File: config.mk
export PLATFORM = sky130hd
export DESIGN_NAME = sys_rst_sequencer
export DESIGN_NICKNAME = d
export VERILOG_FILES = /design/src/rtl/sys_rst_sequencer.sv
export SDC_FILE = /design/constraint.sdc
export NUM_CORES = 1
export LEC_CHECK = 0
export ABC_AREA = 1
export CORE_MARGIN = 2
export CORE_UTILIZATION = 60
export CTS_CLUSTER_DIAMETER = 40
export CTS_CLUSTER_SIZE = 14
export DETAILED_ROUTE_END_ITERATION = 12
export PLACE_DENSITY_LB_ADDON = 0.25
export SLEW_MARGIN = 20
export SYNTH_ARGS = -nofsm -noshare
export SYNTH_HDL_FRONTEND = slang
export SYNTH_SLANG_ARGS = --single-unit
File: constraint.sdc
create_clock -name clk -period 2.7 [get_ports clk]
set_clock_uncertainty 0.15 [all_clocks]
set_input_delay 0.54 -clock clk [delete_from_list [all_inputs] [get_ports clk]]
set_output_delay 0.54 -clock clk [all_outputs]
set_load 0.03 [all_outputs]
File: src/rtl/sys_rst_sequencer.sv
// -----------------------------------------------------------------------------
// sys_rst_sequencer
//
// Sequences the resets for the system clock domain. The block waits for the
// PLL to report lock for a qualified number of cycles, then releases the
// downstream reset stages one at a time in a fixed order: clock
// infrastructure first, then datapath, then CPU/control. Once all stages are
// released and a final gap has elapsed, ready goes high.
//
// A loss of lock during release, software reset or normal running asserts
// every stage again and is counted. A software reset request in RUN holds all
// stages for a fixed time and then replays the release sequence without
// re-qualifying the PLL.
//
// Ports:
//   clk            system clock (PLL output after BUFG)
//   rst            asynchronous active-high board reset
//   pll_locked     PLL lock indication, asynchronous to clk
//   sw_rst_req     single-cycle software reset request (clk domain)
//   rst_stage      active-high staged resets, bit 0 releases first
//   ready          all stages released and the final gap elapsed
//   lock_loss_cnt  saturating count of qualified lock losses
//   state          current FSM state, for a debug CSR
// -----------------------------------------------------------------------------
module sys_rst_sequencer #(
  parameter int SYNC_STAGES     = 2,
  parameter int LOCK_STABLE_CYC = 1024,
  parameter int N_STAGES        = 3,
  parameter int STAGE_GAP       = 16,
  parameter int SW_RST_CYC      = 32
) (
  input  logic                clk,
  input  logic                rst,
  input  logic                pll_locked,
  input  logic                sw_rst_req,
  output logic [N_STAGES-1:0] rst_stage,
  output logic                ready,
  output logic [7:0]          lock_loss_cnt,
  output logic [2:0]          state
);

  typedef enum logic [2:0] {
    S_HOLD    = 3'd0,
    S_STABLE  = 3'd1,
    S_RELEASE = 3'd2,
    S_RUN     = 3'd3,
    S_SW_RST  = 3'd4
  } state_t;

  // One shared counter serves the lock qualification, the inter-stage gaps
  // and the software reset hold, so it is sized for the longest of the three.
  localparam int CNT_MAX_A = (LOCK_STABLE_CYC > STAGE_GAP) ? LOCK_STABLE_CYC : STAGE_GAP;
  localparam int CNT_MAX   = (CNT_MAX_A > SW_RST_CYC) ? CNT_MAX_A : SW_RST_CYC;
  localparam int CNT_W     = (CNT_MAX > 1) ? $clog2(CNT_MAX) : 1;
  localparam int IDX_W     = (N_STAGES > 1) ? $clog2(N_STAGES) : 1;

  localparam logic [CNT_W-1:0] STABLE_LAST = CNT_W'(LOCK_STABLE_CYC - 1);
  localparam logic [CNT_W-1:0] GAP_LAST    = CNT_W'(STAGE_GAP - 1);
  localparam logic [CNT_W-1:0] SW_LAST     = CNT_W'(SW_RST_CYC - 1);
  localparam logic [IDX_W-1:0] LAST_IDX    = IDX_W'(N_STAGES - 1);

  state_t              state_q, state_d;
  logic [CNT_W-1:0]    cnt_q, cnt_d;
  logic [IDX_W-1:0]    idx_q, idx_d;
  logic [N_STAGES-1:0] rst_stage_d;
  logic                ready_d;
  logic [7:0]          loss_cnt_d;

  logic [SYNC_STAGES-1:0] pll_sync;
  logic [1:0]             rst_sync;
  logic                   locked_s;
  logic                   rst_done;

  // NOTE: the synchronizer flops are async-reset to 0 so that a board reset
  // always forces "not locked" and the sequence restarts from scratch.
  always_ff @(posedge clk or posedge rst) begin
    if (rst) begin
      pll_sync <= '0;
      rst_sync <= '0;
    end else begin
      // NOTE: non-blocking assignments so every flop samples the pre-edge
      // value of its neighbour; blocking here would collapse the chain.
      pll_sync <= {pll_sync[SYNC_STAGES-2:0], pll_locked};
      rst_sync <= {rst_sync[0], 1'b1};
    end
  end

  assign locked_s = pll_sync[SYNC_STAGES-1];
  assign rst_done = rst_sync[1];

  // Reset pattern while stages 0..idx are released: only the higher stages
  // stay asserted, which keeps the release order monotonic by construction.
  function automatic logic [N_STAGES-1:0] held_mask(input logic [IDX_W-1:0] idx);
    logic [N_STAGES-1:0] m;
    m = '0;
    for (int i = 0; i < N_STAGES; i++) begin
      m[i] = (i > int'(idx));
    end
    return m;
  endfunction

  function automatic logic [7:0] sat_inc(input logic [7:0] v);
    return (v == 8'hFF) ? 8'hFF : v + 8'd1;
  endfunction

  always_comb begin
    // NOTE: every target gets a default first so no path leaves one
    // unassigned, which would otherwise infer a latch.
    state_d     = state_q;
    cnt_d       = cnt_q;
    idx_d       = idx_q;
    rst_stage_d = rst_stage;
    ready_d     = ready;
    loss_cnt_d  = lock_loss_cnt;

    case (state_q)
      S_HOLD: begin
        rst_stage_d = '1;
        ready_d     = 1'b0;
        if (rst_done && locked_s) begin
          state_d = S_STABLE;
          cnt_d   = '0;
        end
      end

      S_STABLE: begin
        rst_stage_d = '1;
        ready_d     = 1'b0;
        if (!locked_s) begin
          // Acquisition glitch: start over, not counted as a loss.
          state_d = S_HOLD;
          cnt_d   = '0;
        end else if (cnt_q == STABLE_LAST) begin
          state_d     = S_RELEASE;
          cnt_d       = '0;
          idx_d       = '0;
          rst_stage_d = held_mask('0);
        end else begin
          cnt_d = cnt_q + 1'b1;
        end
      end

      S_RELEASE: begin
        if (!locked_s) begin
          state_d     = S_HOLD;
          cnt_d       = '0;
          idx_d       = '0;
          rst_stage_d = '1;
          ready_d     = 1'b0;
          loss_cnt_d  = sat_inc(lock_loss_cnt);
        end else if (cnt_q == GAP_LAST) begin
          cnt_d = '0;
          if (idx_q == LAST_IDX) begin
            state_d     = S_RUN;
            rst_stage_d = '0;
            ready_d     = 1'b1;
          end else begin
            idx_d       = idx_q + 1'b1;
            rst_stage_d = held_mask(idx_q + 1'b1);
          end
        end else begin
          cnt_d = cnt_q + 1'b1;
        end
      end

      S_RUN: begin
        // Lock loss is checked first so it wins over a coincident request.
        if (!locked_s) begin
          state_d     = S_HOLD;
          cnt_d       = '0;
          idx_d       = '0;
          rst_stage_d = '1;
          ready_d     = 1'b0;
          loss_cnt_d  = sat_inc(lock_loss_cnt);
        end else if (sw_rst_req) begin
          state_d     = S_SW_RST;
          cnt_d       = '0;
          rst_stage_d = '1;
          ready_d     = 1'b0;
        end
      end

      S_SW_RST: begin
        if (!locked_s) begin
          state_d     = S_HOLD;
          cnt_d       = '0;
          idx_d       = '0;
          rst_stage_d = '1;
          ready_d     = 1'b0;
          loss_cnt_d  = sat_inc(lock_loss_cnt);
        end else if (cnt_q == SW_LAST) begin
          state_d     = S_RELEASE;
          cnt_d       = '0;
          idx_d       = '0;
          rst_stage_d = held_mask('0);
        end else begin
          cnt_d = cnt_q + 1'b1;
        end
      end

      default: begin
        state_d     = S_HOLD;
        cnt_d       = '0;
        idx_d       = '0;
        rst_stage_d = '1;
        ready_d     = 1'b0;
      end
    endcase
  end

  // Outputs come straight from flops so rst_stage cannot glitch.
  always_ff @(posedge clk or posedge rst) begin
    if (rst) begin
      state_q       <= S_HOLD;
      cnt_q         <= '0;
      idx_q         <= '0;
      rst_stage     <= '1;
      ready         <= 1'b0;
      lock_loss_cnt <= '0;
    end else begin
      state_q       <= state_d;
      cnt_q         <= cnt_d;
      idx_q         <= idx_d;
      rst_stage     <= rst_stage_d;
      ready         <= ready_d;
      lock_loss_cnt <= loss_cnt_d;
    end
  end

  assign state = state_q;

endmodule

== After elaboration in Yosys (flattened, before gate mapping) ==
Cells that the tools add are included.
W data, S select, Z words.

* Mux-type cells: 48
* Bitwise operators: 2
* Reduce and logical (&&, ||, !) cells: 9
* Add/subtract/negate cells: 3
* Order comparisons: 2
* Eq/ne operators: 20

{| class="wikitable"
|+ Operators by type and width
! cell !! count
|-
| $mux W10 || 9
|-
| $mux W3 || 17
|-
| $pmux W10 S5 || 1
|-
| $ne A3 B3 Y1 const B || 6
|-
| $mux W2 || 8
|-
| $pmux W3 S5 || 1
|-
| $pmux W3 S4 || 1
|-
| $add A10 B1 Y10 const B || 1
|-
| $eq A10 B10 Y1 const B || 1
|-
| $eq A10 B4 Y1 const B || 1
|-
| $eq A10 B5 Y1 const B || 1
|-
| $ne A2 B2 Y1 const B || 5
|-
| $pmux W2 S5 || 1
|-
| $add A8 B1 Y8 const B || 1
|-
| $eq A8 B8 Y1 const B || 1
|-
| $mux W1 || 8
|-
| $mux W8 || 1
|-
| $reduce_and A7 Y1 || 1
|-
| $eq A3 B2 Y1 const B || 2
|-
| $reduce_and A6 Y1 || 1
|-
| $reduce_and A2 Y1 || 2
|-
| $reduce_and A4 Y1 || 1
|-
| $eq A3 B1 Y1 const B || 1
|-
| $eq A3 B3 Y1 const B || 1
|-
| 10 further kinds || 11
|}

* Logic and storage cells: 92
* Bits in registers: 31
* Output and inout port bits: 15
* Input bits: 4

== Longest topological paths before layout ==
* Word-level depth: 6
* Gate-level depth with buffers: 10
* Gate-level depth less buffers: 10

== Least setup slack after synthesis ==
OpenSTA, ideal clock, no wires.

* Path kind: register to register
* Start: register state_q[1] (netlist: state[1])
* End: register state_q[1] (netlist: state[1])
* Stages on the path, launching flop included: 10
* Setup time: 121 ps
* Slack: 1062 ps
* Buffers on the path: 0
* Clock period less this slack: 1638 ps
* Data arrival time: 1366 ps
* Cell sequence: dfrtp_1 -> inv_1 -> nor2_2 -> nand2_1 -> nor2_2 -> nand2_2 -> nand2_1 -> nor2_2 -> nand2_1 -> nand2_1

* Word-level cells in the longest chain between the ends: 3
* Elaborated cells on any way between the ends: 13
* Classes of those cells: eq/ne (10); mux (1); reduce/logical (2)

{| class="wikitable"
|+ RTL lines
! item !! RTL line !! source
|-
| from (decl) || 62 || <nowiki>state_t state_q, state_d;</nowiki>
|-
| from (signal assigned) || 221 || <nowiki>state_q <= state_d;</nowiki>
|-
| $eq A3 B1 Y1 (tied with other cells) || 116 || <nowiki>case (state_q)</nowiki>
|-
| $ne A3 B3 Y1 (no source line) or $ne A2 B2 Y1 (tied branches) || -- ||
|-
| $reduce_and A6 Y1 (no source line) || -- ||
|}

Several ways; a longest one is shown, not always the timed one.
A chain may end at the register's enable or synchronous reset.

== Worst setup path after layout ==
* Start: register rst_stage[2]
* End: output port rst_stage[2]

{| class="wikitable"
|+ RTL lines
! item !! RTL line !! source
|-
| from (decl) || 36 || <nowiki>output logic [N_STAGES-1:0] rst_stage,</nowiki>
|-
| from (signal assigned) || 224 || <nowiki>rst_stage <= rst_stage_d;</nowiki>
|}

No word-level cell between the ends.

==> flow_results.xml <==
<?xml version="1.0" encoding="UTF-8"?>
<metrics>
  <group name="detailed_routing">
    <metric name="drt_first_pass_iters" unit="">4</metric>
    <metric name="finalWirelength" unit="mm">3.50</metric>
    <metric name="drtAntennaViolNets" unit="">0</metric>
    <metric name="initialDrtViolationCount" unit="">51</metric>
    <metric name="detailroute.via_count" unit="">1603</metric>
    <metric name="drcViolationCount" unit="">0</metric>
    <metric name="routed_via_density" unit="">5.17</metric>
    <metric name="detail_route.wl_per_cell" unit="um">11.3</metric>
  </group>
  <group name="timing">
    <metric name="slew_violations" unit="">0</metric>
    <metric name="worst_slack" unit="ps">471</metric>
    <metric name="final-hold-violation-count" unit="">0</metric>
    <metric name="post-route-min-period" unit="ps">2230</metric>
    <metric name="finalSetupViolCount" unit="">0</metric>
    <metric name="max_clock_freq" unit="MHz">449</metric>
    <metric name="final.period_utilization" unit="%">82.6</metric>
    <metric name="rsz0062_at_grt" unit="">no</metric>
    <metric name="setup_total_negative_slack" unit="ps">0</metric>
  </group>
  <group name="synth">
    <metric name="async_flop_share" unit="%">100</metric>
    <metric name="cell_variety_after_synth" unit="">27</metric>
    <metric name="yosys_warnings" unit="">0</metric>
    <metric name="ys_ff_latch" unit="">31</metric>
    <metric name="synth-seq-area-share" unit="%">43.1</metric>
    <metric name="syn_nets" unit="">261</metric>
    <metric name="mappedNetlistArea" unit="sq um">1810</metric>
    <metric name="ys_dominant_reg_cell" unit="">sky130_fd_sc_hd__dfrtp_1</metric>
    <metric name="netlist_instances" unit="">253</metric>
    <metric name="synth_area_per_cell" unit="sq um">7.15</metric>
    <metric name="synth_enable_flop_cells" unit="">0</metric>
  </group>
  <group name="min_path">
    <metric name="hold_class" unit="">flip-flop to flip-flop</metric>
    <metric name="min_delay_path_depth" unit="">0</metric>
    <metric name="hold_end" unit="">rst_sync[1]$_DFF_PP0_</metric>
    <metric name="min-delay-start" unit="">rst_sync[0]$_DFF_PP0_</metric>
  </group>
  <group name="floorplan">
    <metric name="chipHeight" unit="um">58.9</metric>
    <metric name="placeable_area" unit="sq um">2810</metric>
    <metric name="top_level_ports" unit="">19</metric>
    <metric name="floorplan.die_area" unit="sq um">3470</metric>
    <metric name="die_width" unit="um">58.9</metric>
    <metric name="fp-row-count" unit="">19</metric>
    <metric name="start_util" unit="%">64.5</metric>
  </group>
  <group name="place">
    <metric name="finalWeightedCongestion" unit="">0.862</metric>
    <metric name="post-place-ws" unit="ps">670</metric>
    <metric name="place.port_buffers" unit="">18</metric>
    <metric name="post-place-cells" unit="">302</metric>
    <metric name="hpwlAfterDp" unit="mm">2.65</metric>
  </group>
  <group name="cells_and_area">
    <metric name="final_net_count" unit="">286</metric>
    <metric name="n_antenna_cell" unit="">0</metric>
    <metric name="mostFrequentLayoutCell" unit="">sky130_fd_sc_hd__nand2_1</metric>
    <metric name="drive_gt1_share" unit="%">10.4</metric>
    <metric name="instances_no_fill" unit="">310</metric>
    <metric name="filler_cell_count" unit="">244</metric>
    <metric name="flow.area_growth_from_synthesis" unit="%">15.9</metric>
    <metric name="layout_common_cells" unit="">sky130_fd_sc_hd__nand2_1 (81), sky130_fd_sc_hd__inv_1 (32), sky130_fd_sc_hd__nor2_1 (31)</metric>
  </group>
  <group name="clock_tree">
    <metric name="clock_path_buffers" unit="">2</metric>
    <metric name="cts.repair.resized" unit="">0</metric>
    <metric name="cts_num_sinks" unit="">31</metric>
    <metric name="number_of_buffers_created_by_cts" unit="">5</metric>
    <metric name="cts_post_setup_buffers_inserted" unit="">0</metric>
    <metric name="cts_hold_buf" unit="">0</metric>
    <metric name="cts_tree" unit="">built</metric>
    <metric name="cts_max_level" unit="">2</metric>
    <metric name="clk_latency" unit="ps">340</metric>
    <metric name="clock_tree.root_cell" unit="">sky130_fd_sc_hd__clkbuf_4</metric>
    <metric name="clk_pin_slew" unit="ps">100</metric>
  </group>
  <group name="setup_path">
    <metric name="crit_path_start_kind" unit="">flip-flop</metric>
    <metric name="required_time_of_the_critical_path" unit="ps">2010</metric>
    <metric name="worst_r2r_path_depth" unit="">8</metric>
    <metric name="crit_type" unit="">flip-flop to primary output</metric>
    <metric name="setup_crit_end_kind" unit="">primary output</metric>
    <metric name="worst_ep_arrival_time" unit="ps">1540</metric>
    <metric name="regToRegEndpoint" unit="">cnt_q[3]$_DFFE_PP0P_</metric>
    <metric name="cp_cell_sequence" unit="">clkdlybuf4s50_1</metric>
    <metric name="ff2ff_setup_slack" unit="ps">890</metric>
    <metric name="worst_path_max_delay_cell" unit="">sky130_fd_sc_hd__clkdlybuf4s50_1</metric>
    <metric name="timing.critical_path.slowest_cell_delay" unit="ps">660</metric>
    <metric name="cp_top_family" unit="">buffers and inverters</metric>
    <metric name="timing.critical_path.fanout_max" unit="">2</metric>
    <metric name="critPathBufInv" unit="">1</metric>
    <metric name="crit-reg2reg-launch" unit="">cnt_q[0]$_DFFE_PP0P_</metric>
  </group>
  <group name="power">
    <metric name="power.share.combinational" unit="%">42.0</metric>
    <metric name="cell_internal_pwr" unit="W">0.000944</metric>
    <metric name="worst_vdd_ir" unit="V">0.000587</metric>
    <metric name="total_switching_power" unit="W">0.000674</metric>
    <metric name="p_leak" unit="nW">1.07</metric>
    <metric name="sequentialPowerShare" unit="%">38.9</metric>
    <metric name="power.density" unit="nW/um^2">772</metric>
    <metric name="share_clk_of_total_power" unit="%">19.1</metric>
    <metric name="switching_share" unit="%">41.7</metric>
  </group>
  <group name="grt">
    <metric name="grt_pass1_wl" unit="mm">6.23</metric>
    <metric name="grt_start_max_net_pins" unit="">32</metric>
    <metric name="grt_antenna_before_repair" unit="">0</metric>
    <metric name="number_of_global_route_vias_before_repair" unit="">1493</metric>
    <metric name="gr-total-overflow" unit="">0</metric>
    <metric name="track_usage" unit="%">23.8</metric>
  </group>
  <group name="status">
    <metric name="status" unit="">completed</metric>
  </group>
  <group name="run">
    <metric name="cap_viol_max_count" unit="">0</metric>
  </group>
</metrics>
[layer usage]
| layer | part of all wire, % | GRT usage (%) | up-vias |
|---|---|---|---|
| li1 | - | - | 840 |
| met1 | 52 | 32.8 | 720 |
| met3 | 4.5 | 7.47 | 4 |
| met5 | 0 | 0 | - |
| met2 | 43 | 35.6 | 39 |
| met4 | 1.1 | 8.12 | 0 |
[final cells by class]
type | instances | area [sq um] | area share (%)
repair buffers | 19 | 188 | 8.95
well taps | 31 | 38.8 | 1.85
multi-input cells | 184 | 883 | 42.1
clock buffers | 8 | 68.8 | 3.28
inverters | 37 | 139 | 6.62
flip-flops and latches | 31 | 779 | 37.2
[cell families after synthesis]
family                     synth area share (%)
DFF                                        43.1
and+or+nand+nor                            36.9
AOI/OAI and AO/OA                          7.05
other                                     0.207
adders and majority gates                  2.77
xor gates and xnor gates                   1.94
buffers and inverters                      8.09
[sequential cells by signal, summed over array words and instances, names as in the netlist]
register / cells
idx_q: 2
state: 3
cnt_q: 10
lock_loss_cnt: 8
ready: 1
pll_sync: 2
rst_sync: 2
rst_stage: 3
[how the worst max path moves through the flow]
stage	end	startpoint	slack, ps	cells after the start
global route	rst_stage[2]	rst_stage[2]$_DFFE_PP1P_	430	1
global placement	state[1]$_DFFE_PP0P_	sw_rst_req	710	9
finish	rst_stage[2]	rst_stage[2]$_DFFE_PP1P_	470	1
CTS	rst_stage[2]	rst_stage[2]$_DFFE_PP1P_	450	1
detailed placement	state[1]$_DFFE_PP0P_	sw_rst_req	670	9
floorplan	state[1]$_DFFE_PP0P_	state[1]$_DFFE_PP0P_	1060	9
[per-stage QoR]
stage | power [W] | utilization, % | cell area [sq um] | hold WS (ps)
2_1_floorplan | 0.00111 | - | 1810 | 181
3_3_place_gp | 0.00131 | 72.3 | 2030 | 183
3_5_place_dp | 0.00132 | 72.3 | 2030 | 186
4_1_cts | 0.00163 | 74.8 | 2100 | 206
5_1_grt | 0.00174 | 74.8 | 2100 | 210
6_report | 0.00162 | 74.8 | 2100 | 206
[power by group through the flow]
| stage | logic [W] | clock network [W] | registers [W] |
|---|---|---|---|
| 2_1_floorplan | 0.000373 | 0 | 0.000734 |
| 3_3_place_gp | 0.000668 | 0 | 0.000638 |
| 3_5_place_dp | 0.000679 | 0 | 0.000639 |
| 4_1_cts | 0.000682 | 0.000318 | 0.000630 |
| 5_1_grt | 0.000759 | 0.000335 | 0.000643 |
| 6_report | 0.000679 | 0.000309 | 0.000630 |
[Yosys cell counts (2+ instances only)]
cell,number,share of area (%)
sky130_fd_sc_hd__nand2_1,81,17
sky130_fd_sc_hd__inv_1,32,6.6
sky130_fd_sc_hd__nor2_1,31,6.4
sky130_fd_sc_hd__dfrtp_1,28,39
sky130_fd_sc_hd__nand3_1,21,5.8
sky130_fd_sc_hd__o21ai_0,14,3.9
sky130_fd_sc_hd__inv_2,5,1.0
sky130_fd_sc_hd__nor2_2,5,1.7
sky130_fd_sc_hd__ha_1,4,2.8
sky130_fd_sc_hd__nand2_2,4,1.4
sky130_fd_sc_hd__dfstp_2,3,4.4
sky130_fd_sc_hd__nand3_2,3,1.7
sky130_fd_sc_hd__nand4_1,3,1.0
sky130_fd_sc_hd__nor3_1,2,0.55
sky130_fd_sc_hd__o21bai_1,2,0.83
sky130_fd_sc_hd__or2_0,2,0.69
sky130_fd_sc_hd__xnor2_1,2,0.97
sky130_fd_sc_hd__xor2_1,2,0.97
(Power assumes the default switching activity.)
